==> config.mk <==
export PLATFORM = sky130hd
export DESIGN_NAME = adder8b_reg
export DESIGN_NICKNAME = d
export VERILOG_FILES = /design/src/rtl/adder8b_reg.sv
export SDC_FILE = /design/constraint.sdc
export NUM_CORES = 1
export LEC_CHECK = 0
export ABC_AREA = 1
export CORE_MARGIN = 5
export CORE_UTILIZATION = 30
export DETAILED_ROUTE_END_ITERATION = 12
export PLACE_DENSITY = 0.67
export SETUP_SLACK_MARGIN = 0.15
export SYNTH_ARGS = -nofsm -noshare
export SYNTH_HDL_FRONTEND = slang
export SYNTH_SLANG_ARGS = --single-unit
==> constraint.sdc <==
create_clock -name clk -period 0.8 [get_ports clk]
set_clock_uncertainty 0.1 [all_clocks]
set_input_delay 0.24 -clock clk [delete_from_list [all_inputs] [get_ports clk]]
set_output_delay 0.24 -clock clk [all_outputs]
set_load 0.02 [all_outputs]
==> src/rtl/adder8b_reg.sv <==
// adder8b_reg: registered ripple-carry adder with a valid strobe.
// Optional signed-overflow output ovf is enabled by defining ADDER8B_OVF_EN.

module adder8b_fa (
    input  logic i_x,
    input  logic i_y,
    input  logic i_c,
    output logic o_s,
    output logic o_co
);

    logic w_p;

    assign w_p  = i_x ^ i_y;
    assign o_s  = w_p ^ i_c;
    assign o_co = (i_x & i_y) | (i_c & w_p);

endmodule

module adder8b_reg #(
    parameter int WIDTH = 8
) (
    input  logic             clk,
    input  logic             rst_n,
    input  logic [0:WIDTH-1] a,
    input  logic [0:WIDTH-1] b,
    input  logic             cin,
    input  logic             in_valid,
    output logic [0:WIDTH-1] sum,
    output logic             cout,
`ifdef ADDER8B_OVF_EN
    output logic             ovf,
`endif
    output logic             out_valid
);

    // w_carry[i+1] feeds cell i, cell i drives w_carry[i];
    // the chain enters at the LSB (index WIDTH-1) and exits at the MSB.
    logic [0:WIDTH]   w_carry;
    logic [0:WIDTH-1] w_sum;

    logic [0:WIDTH-1] r_sum;
    logic             r_cout;
    logic             r_valid;

    assign w_carry[WIDTH] = cin;

    for (genvar i = 0; i < WIDTH; i++) begin : g_cell
        adder8b_fa u_fa (
            .i_x  (a[i]),
            .i_y  (b[i]),
            .i_c  (w_carry[i+1]),
            .o_s  (w_sum[i]),
            .o_co (w_carry[i])
        );
    end

    // Result registers: load on a valid beat, otherwise hold.
    always_ff @(posedge clk or negedge rst_n) begin
        if (!rst_n) begin
            r_sum  <= '0;
            r_cout <= 1'b0;
        end else if (in_valid) begin
            r_sum  <= w_sum;
            r_cout <= w_carry[0];
        end
    end

    // Valid strobe follows in_valid with one cycle of latency.
    always_ff @(posedge clk or negedge rst_n) begin
        if (!rst_n) begin
            r_valid <= 1'b0;
        end else begin
            r_valid <= in_valid;
        end
    end

`ifdef ADDER8B_OVF_EN
    logic w_ovf;
    logic r_ovf;

    // Signed overflow: carry into the MSB cell differs from its carry out.
    assign w_ovf = w_carry[1] ^ w_carry[0];

    // Overflow flag shares the load/hold behaviour of the sum.
    always_ff @(posedge clk or negedge rst_n) begin
        if (!rst_n) begin
            r_ovf <= 1'b0;
        end else if (in_valid) begin
            r_ovf <= w_ovf;
        end
    end

    assign ovf = r_ovf;
`endif

    assign sum       = r_sum;
    assign cout      = r_cout;
    assign out_valid = r_valid;

endmodule

==> impl_metrics.ini, run 1 <==
[yosys]
postSynthCellCount = 57
syn-num-nets = 85
yosysUniqueCellTypes = 6
ys_seq_area_share_pct = 44.3
synth.avg_cell_area_um2 = 9.90
yosysWarnings = 0
syn_area_um2 = 564
synth_seq_cells = 10

[routing]
route.detailed.drc = 0
via_count = 464
wl_met2_um = 661
route.top_layer_used = met3
dr_wl_met3_um = 107
wl_um = 1170
first_pass_iters = 4
drt_iter0_markers = 5
final_antenna_net_count = 0
post_drt_wl_per_cell_um = 10.0
drt-met1-wl_um = 402
via_per_inst = 3.97

[setup_path]
rr_worst_depth = 2
arrival_ns = 3.32
r2r-start = sum[5]
startpoint = a[7]
endpoint_kind = flip-flop
rr_endpoint = sum[5]
critPathKind = in2reg
endpoint = sum[0]
crit_required_ns = 0.90
setup.worst_path.start_class = input port
crit_fanout = 1
worst-r2r-setup-slack_ns = 0.07

[finish]
drive_gt1_share_pct = 42.4
layout.cells.non_filler = 117
syn_to_final_growth_pct = 72.5
nets = 121
diodes = 0

[floorplanning]
die_w_um = 53.4
coreArea_um2 = 1760
rows = 15
die_area_um2 = 2850
start_util_pct = 32.0
pin_count = 30
fp.dieH_um = 53.4

[cts]
hold_buffers = 0
htreeDepth = 1
cts_setup_buffers = 0
cts_made_buffers = 3
cts.sinks = 10
clk_pin_slew_worst_paths_ns = 0.06
cts_max_path_buffers = 2
insertion_delay_ns = 0.25
root_buffer = clkbuf_4
cts_tree = yes

[global_route]
antenna_found_initial = 0
grt_pass1_wl_um = 1860
grt_pass1_vias = 495
grt_overflow = 0
grtUsageTotal_pct = 9.32
grt_max_degree = 11

[status]
violations = negative setup slack
outcome = finished, violations left

[sta]
hold_ws_ns = 0.205
rsz0062_at_grt = yes
setup_ws_ns = -2.42
max_clock_freq_mhz = 310
worstMarginPinSlew_ns = 0.149
fin_crit_sh_pct = 403
finalSetupViolations = 19
final-hold-violation-count = 0
slew_headroom_pct = 90.1
slew_viol_final = 0
period_needed_ns = 3.22

[placement]
portBuffers = 29
dp_cells = 113
hpwl_um = 1030
place_ws_ns = -3.10
gp_congestion = 0.652

[pwr]
ir_worst_vdd_v = 0.000821
powerDensity_nw_per_um2 = 1670
power.leakage_nw = 0.474

[min_path]
worst_hold_path_type = in2async

[run]
cap_violations = 0
-- cells in the final DEF, fill, tap and decap left out --
master,count
dfrtp_1,2
dlygate4sd2_1,2
inv_2,4
inv_1,7
buf_2,1
buf_4,2
buf_12,1
clkbuf_4,3
nand2_2,1
dfrtp_2,8
buf_6,12
fa_2,7
fa_1,1
nand2_1,26
clkbuf_1,1
clkdlybuf4s50_1,14
-- sequential cells by signal (all words and copies together) (netlist names) --
signal	flops
cout	1
sum	8
out_valid	1
-- synth_stat cells --
library cell	n	area share, %
inv_1	10	6.7
nand2_1	27	18
dfrtp_1	10	44
fa_1	8	28
inv_2	1	0.66
buf_6	1	2.0
-- critical path: stages --
cell	delay, ns
buf_6	0.09
fa_2	0.39
fa_2	0.37
fa_2	0.35
fa_2	0.34
fa_2	0.34
inv_2	0.06
fa_2	0.18
inv_2	0.04
fa_2	0.32
inv_2	0.06
fa_1	0.40
inv_1	0.06
nand2_1	0.04
nand2_1	0.05
-- timing repair --
| action | in CTS | in global routing |
|---|---|---|
| gates cloned | 0 | 0 |
| pin swaps | 19 | 12 |
| endpoints found under the setup margin | 20 | 19 |
| gates resized for setup | 79 | 2 |
-- worst min-delay path by stage --
stage	end	cells after the start
3_5_place_dp	sum[4]	2
3_3_place_gp	sum[6]	2
2_1_floorplan	cout	0
6_report	sum[7]	2
5_1_grt	sum[7]	2
4_1_cts	sum[6]	2
-- layout make-up --
type                    count  area (um2)
clock buffers               4        26.3
well taps                  25        31.3
flip-flops and latches     10         260
inverters                  11        41.3
repair buffers             32         333
multi-input cells          35         282
fillers                   172         791
-- per-stage QoR --
step / power [mW] / util [%] / setup TNS, ns / cell area [um2]
2_1_floorplan: 0.924 / - / -13.69 / 587
6_report: 1.63 / 55.2 / -15.86 / 973
4_1_cts: 1.66 / 54.7 / -16.46 / 965
3_3_place_gp: 1.25 / 52.8 / -23.10 / 932
5_1_grt: 1.75 / 55.2 / -16.56 / 973
3_5_place_dp: 1.26 / 52.8 / -23.45 / 932
-- report_power, final --
group	switching (mW)	total [mW]	internal [mW]	leakage [nW]
sequential	0.0572	0.657	0.600	0.112
combinational	0.286	0.622	0.336	0.347
clock	0.158	0.350	0.192	0.0150
-- metal layers --
metal  vias to the layer above  GRT usage, %
li1                        228             -
met1                       219          9.42
met2                        17          16.3
met3                         0          4.23
met4                         0          3.83
met5                         -             0
-- cell families (layout without fill, tap and decap cells) --
family	count (synthesis)	in the layout	share of synthesized area (%)
buffers and inverters	12	47	9.31
DFF	10	10	44.3
and+or+nand+nor	27	27	18.0
adders and majority gates	8	8	28.4
Power figures use the tool's default switching activity.
==> inputs of run 2 (changes only) <==
--- a/config.mk
+++ b/config.mk
@@ -9,7 +9,8 @@
 export CORE_MARGIN = 5
 export CORE_UTILIZATION = 30
 export DETAILED_ROUTE_END_ITERATION = 12
-export PLACE_DENSITY = 0.67
+export DONT_BUFFER_PORTS = 1
+export PLACE_DENSITY = 0.41
 export SETUP_SLACK_MARGIN = 0.15
 export SYNTH_ARGS = -nofsm -noshare
 export SYNTH_HDL_FRONTEND = slang
==> run 2 against run 1 <==
Against the previous run:
- the flow finishes with violations (negative hold slack, negative setup slack)
- flip-flop and latch count is the same
- clock-buffer cell count is the same
- total power shrank 12%
- combinational power shrank 66%
- non-clock buffer count shrank 31
- design area shrank 32%
- die area is the same
- cell count shrank 26%
- first-iteration DRC count shrank 100%
- utilization shrank 18 points
- hold slack lost 0.32 ns
- critical endpoint unchanged
- via count shrank 23%
==> impl_metrics.ini, run 2 (synthesis results as in run 1) <==
[status]
outcome = finished, violations left
violations = negative hold slack, negative setup slack

[cts]
cts.sinks = 10
cts_made_buffers = 3
htreeDepth = 1
clk_pin_slew_worst_paths_ns = 0.07
root_buffer = clkbuf_4
cts_setup_buffers = 0
cts_max_path_buffers = 2
cts_tree = yes
insertion_delay_ns = 0.27
hold_buffers = 1

[min_path]
worst_hold_path_type = in2async

[global_route]
grt_overflow = 0
grt_max_degree = 12
antenna_found_initial = 0
grt_pass1_wl_um = 1860
grt_pass1_vias = 392
grtUsageTotal_pct = 9.56

[floorplanning]
die_w_um = 53.4
fp.dieH_um = 53.4
rows = 15
start_util_pct = 32.0
die_area_um2 = 2850
pin_count = 30
coreArea_um2 = 1760

[sta]
period_needed_ns = 3.11
setup_ws_ns = -2.31
worstMarginPinSlew_ns = 0.485
hold_ws_ns = -0.111
slew_viol_final = 0
max_clock_freq_mhz = 321
slew_headroom_pct = 67.7
finalSetupViolations = 18
fin_crit_sh_pct = 389
rsz0062_at_grt = yes
final-hold-violation-count = 20

[pwr]
seqPwrFrac_pct = 52.8
power.leakage_nw = 0.330
switching_share_pct = 32.1
power.switching_mw = 0.461
clockPowerShare_pct = 32.5
p_comb_share_pct = 14.7
powerDensity_nw_per_um2 = 2170
p_int_mw = 0.974
ir_worst_vdd_v = 0.000645
p_total_mw = 1.44

[setup_path]
rr_worst_depth = 2
critPathKind = in2reg
rr_endpoint = sum[0]
max_stage_delay_ns = 0.40
r2r-start = sum[0]
endpoint_kind = flip-flop
arrival_ns = 3.22
crit_required_ns = 0.91
critPathMostFrequentCell = fa_2
crit_fanout = 1
crit_path_top_delay_cell = fa_1
setup.worst_path.start_class = input port
cp_cell_sequence = fa_2 > fa_2 > fa_2 > fa_2 > fa_2 > inv_2 > fa_2 > inv_2 > fa_2 > inv_2 > fa_1 > inv_1 > nand2_1 > nand2_1
worst-r2r-setup-slack_ns = 0

[finish]
multi_input_area_um2 = 279
n_fill_cell = 198
final_area_um2 = 661
final_common_cell = nand2_1
drive_gt1_share_pct = 39.3
syn_to_final_growth_pct = 17.1
seq_area_um2 = 260
largest_reg_flops = 8
nets = 90
layout.cells.non_filler = 86
diodes = 0
utilization_pct = 37.4
mostFrequentLayoutCells = nand2_1, dfrtp_2, fa_2

[routing]
final_antenna_net_count = 0
via_per_inst = 4.16
post_drt_wl_per_cell_um = 13.5
first_pass_iters = 1
drt_iter0_markers = 0
via_count = 358
wl_um = 1170
route.detailed.drc = 0

[placement]
place_area_um2 = 607
portBuffers = 0
gp_congestion = 0.661
hpwl_um = 949
dp_cells = 81

[run]
cap_violations = 0
[run 2: cell types whose count changed in the layout (fill, tap and decap cells not counted), sizes merged]
cell / change
buf: -16
clkdlybuf4s50: -14
dlygate4sd2: -2
dlymetal6s4s: +1
[run 2: repair_timing]
action	in CTS	in global routing
pin swaps	10	2
gates cloned	0	0
endpoints found under the hold margin	20	19
gates resized for setup	2	4
endpoints found under the setup margin	19	29
[run 2: per-layer routing]
metal  global-route usage [%]  vias up  share of wire, %
met5                        0        -                 0
met4                     3.83        0              0.86
met3                     4.79        2               9.4
met2                     15.3       17                52
met1                     10.7      171                38
li1                         -      168                 -
[run 2: power by group through the flow]
stage | clock network [mW] | registers, mW | logic (mW)
global placement | 0 | 0.773 | 0.190
finish | 0.466 | 0.758 | 0.211
CTS | 0.488 | 0.763 | 0.213
floorplan | 0 | 0.754 | 0.170
detailed placement | 0 | 0.773 | 0.196
global route | 0.499 | 0.769 | 0.267
[run 2: per-stage QoR]
| stage | setup TNS (ns) | hold WS (ns) | worst slack [ns] |
|---|---|---|---|
| after detailed placement | -14.38 | -0.155 | -2.68 |
| final | -14.05 | -0.111 | -2.31 |
| after CTS | -14.73 | -0.115 | -2.32 |
| after global routing | -14.78 | -0.118 | -2.42 |
| after global placement | -14.16 | -0.155 | -2.65 |
| after floorplan | -13.69 | -0.156 | -2.54 |
[run 2: worst max path at each step]
stage                     from      to  slack, ns  cells past startpoint
after floorplan           a[7]  sum[0]      -2.54                     14
after global placement    a[7]  sum[0]      -2.65                     14
after detailed placement  a[7]  sum[0]      -2.68                     14
after CTS                 a[7]  sum[0]      -2.32                     14
after global routing      a[7]  sum[0]      -2.42                     14
final                     a[7]  sum[0]      -2.31                     14
[run 2: final cells by class]
type | count | share of cell area [%]
timing repair buffer | 1 | 1.89
inverter | 11 | 6.25
multi-input combinational | 35 | 42.2
sequential | 10 | 39.4
tap | 25 | 4.73
clock buffer | 4 | 5.49
[run 2: critical path, delay by kind of cell]
family,cells,cell delay [ns]
adders and majority gates,8,2.67
and+or+nand+nor,2,0.09
buffers and inverters,4,0.23
==> inputs of run 3 (changes only) <==
--- a/config.mk
+++ b/config.mk
@@ -8,6 +8,7 @@
 export ABC_AREA = 1
 export CORE_MARGIN = 5
 export CORE_UTILIZATION = 30
+export CTS_BUF_LIST = sky130_fd_sc_hd__clkbuf_8 sky130_fd_sc_hd__clkbuf_16
 export DETAILED_ROUTE_END_ITERATION = 12
 export DONT_BUFFER_PORTS = 1
 export PLACE_DENSITY = 0.41
==> run 3 against run 2 <==
Against the previous run:
- the flow still finishes with violations (negative hold slack, negative setup slack)
- maximum frequency shrank 1.0%
- via count grew 3.4%
- non-clock buffer count did not move
- critical path depth did not move
- utilization increased by 1.1 points
- register-to-register slack barely moved
- flip-flop and latch count is the same
- global-route usage grew 0.28 points
- sequential power hardly changed
- first-iteration DRC count is 1 higher
- routed wire length up 3.3%
- critical path type unchanged
- critical endpoint unchanged
==> impl_metrics.ini, run 3 (synthesis results as in run 1) <==
[cts]
cts_tree = yes
hold_buffers = 1
insertion_delay_ns = 0.24
cts.sinks = 10
cts_setup_buffers = 0
root_buffer = clkbuf_8
cts_made_buffers = 3
htreeDepth = 1
cts_max_path_buffers = 2
clk_pin_slew_worst_paths_ns = 0.05

[floorplanning]
fp.dieH_um = 53.4
rows = 15
die_w_um = 53.4
pin_count = 30
die_area_um2 = 2850
coreArea_um2 = 1760
start_util_pct = 32.0

[pwr]
power.switching_mw = 0.485
seqPwrFrac_pct = 47.0
clockPowerShare_pct = 39.9
powerDensity_nw_per_um2 = 2380
p_int_mw = 1.13
p_comb_share_pct = 13.1
p_total_mw = 1.62
power.leakage_nw = 0.338
ir_worst_vdd_v = 0.000796
switching_share_pct = 30.0

[global_route]
grt_overflow = 0
grtUsageTotal_pct = 9.84
grt_pass1_wl_um = 1880
grt_max_degree = 12
grt_pass1_vias = 392
antenna_found_initial = 0

[setup_path]
max_stage_delay_ns = 0.40
critPathMostFrequentCell = fa_2
crit_required_ns = 0.88
critPathKind = in2reg
cp_cell_sequence = fa_2 > fa_2 > fa_2 > fa_2 > fa_2 > inv_2 > fa_2 > inv_2 > fa_2 > inv_2 > fa_1 > inv_1 > nand2_1 > nand2_1
setup.worst_path.start_class = input port
endpoint_kind = flip-flop
arrival_ns = 3.22
crit_path_top_delay_cell = fa_1
crit_fanout = 1

[routing]
route.top_layer_used = met4
via_count = 370
drt_iter0_markers = 1
wl_um = 1200
first_pass_iters = 4
post_drt_wl_per_cell_um = 14.0
via_per_inst = 4.30
final_antenna_net_count = 0
dr_wl_met3_um = 111
drt-met1-wl_um = 460
wl_met2_um = 607
route.detailed.drc = 0

[run]
cap_violations = 0

[sta]
finalSetupViolations = 18
period_needed_ns = 3.14
rsz0062_at_grt = yes
setup_ws_ns = -2.34
worstMarginPinSlew_ns = 0.504
hold_ws_ns = -0.0712
slew_viol_final = 0
fin_crit_sh_pct = 393
final-hold-violation-count = 11
max_clock_freq_mhz = 318
slew_headroom_pct = 66.4

[status]
violations = negative hold slack, negative setup slack
outcome = finished, violations left

[placement]
hpwl_um = 949
place_ws_ns = -2.68
gp_congestion = 0.661
portBuffers = 0

[finish]
largest_reg_flops = 8
nets = 90
syn_to_final_growth_pct = 20.4
mostFrequentLayoutCells = nand2_1, dfrtp_2, fa_2
utilization_pct = 38.5
final_common_cell = nand2_1
diodes = 0
drive_gt1_share_pct = 39.3

[min_path]
worst_hold_path_type = in2async
[run 3: changes by cell type in the layout (fill, tap and decap cells not counted)]
cell / change
clkbuf_4: -3
clkbuf_8: +3
[run 3: worst paths after layout]
path,from,endpoint,slack (ns),cells after the start
setup / recovery,a[7],sum[0],-2.34,14
hold / removal,rst_n,sum[7],-0.07,1
setup reg to reg,sum[0],sum[0],0,2
hold reg to reg,sum[7],sum[7],0.47,2
max in group asynchronous,rst_n,sum[2],0.30,1
min in group clk,in_valid,out_valid,-0.07,0
[run 3: critical path, delay by kind of cell]
family | cells | cell delay (ns)
adders and majority gates | 8 | 2.67
buffers and inverters | 4 | 0.23
and+or+nand+nor | 2 | 0.09
[run 3: stage by stage]
stage | std cells | TNS, ns | cell area, um2
global route | 86 | -14.66 | 679
detailed placement | 81 | -14.38 | 607
CTS | 86 | -15.13 | 674
global placement | 81 | -14.16 | 607
floorplan | 57 | -13.69 | 587
finish | 86 | -13.94 | 679
[run 3: power by group through the flow]
| stage | Clock (mW) | Combinational, mW | Sequential [mW] |
|---|---|---|---|
| floorplan | 0 | 0.170 | 0.754 |
| global placement | 0 | 0.190 | 0.773 |
| detailed placement | 0 | 0.196 | 0.773 |
| CTS | 0.668 | 0.214 | 0.764 |
| global route | 0.678 | 0.266 | 0.770 |
| finish | 0.646 | 0.212 | 0.760 |
[run 3: metal layers]
layer,up-vias,global-route usage [%]
li1,170,-
met1,179,11.1
met2,18,14.9
met3,3,5.07
met4,0,5.11
met5,-,0
[run 3: timing repair]
action                                  4_1_cts  5_1_grt
gates resized for setup                       2        4
pin swaps                                    11        3
endpoints found under the setup margin       19       29
hold endpoints to repair                     11       11
cloned                                        0        0
[run 3: cell type report]
cell class	instances	area, um2
sequential	10	260
timing repair buffer	1	12.5
tap	25	31.3
inverter	11	41.3
multi-input combinational	35	279
clock buffer	4	55.1
fill	193	1080
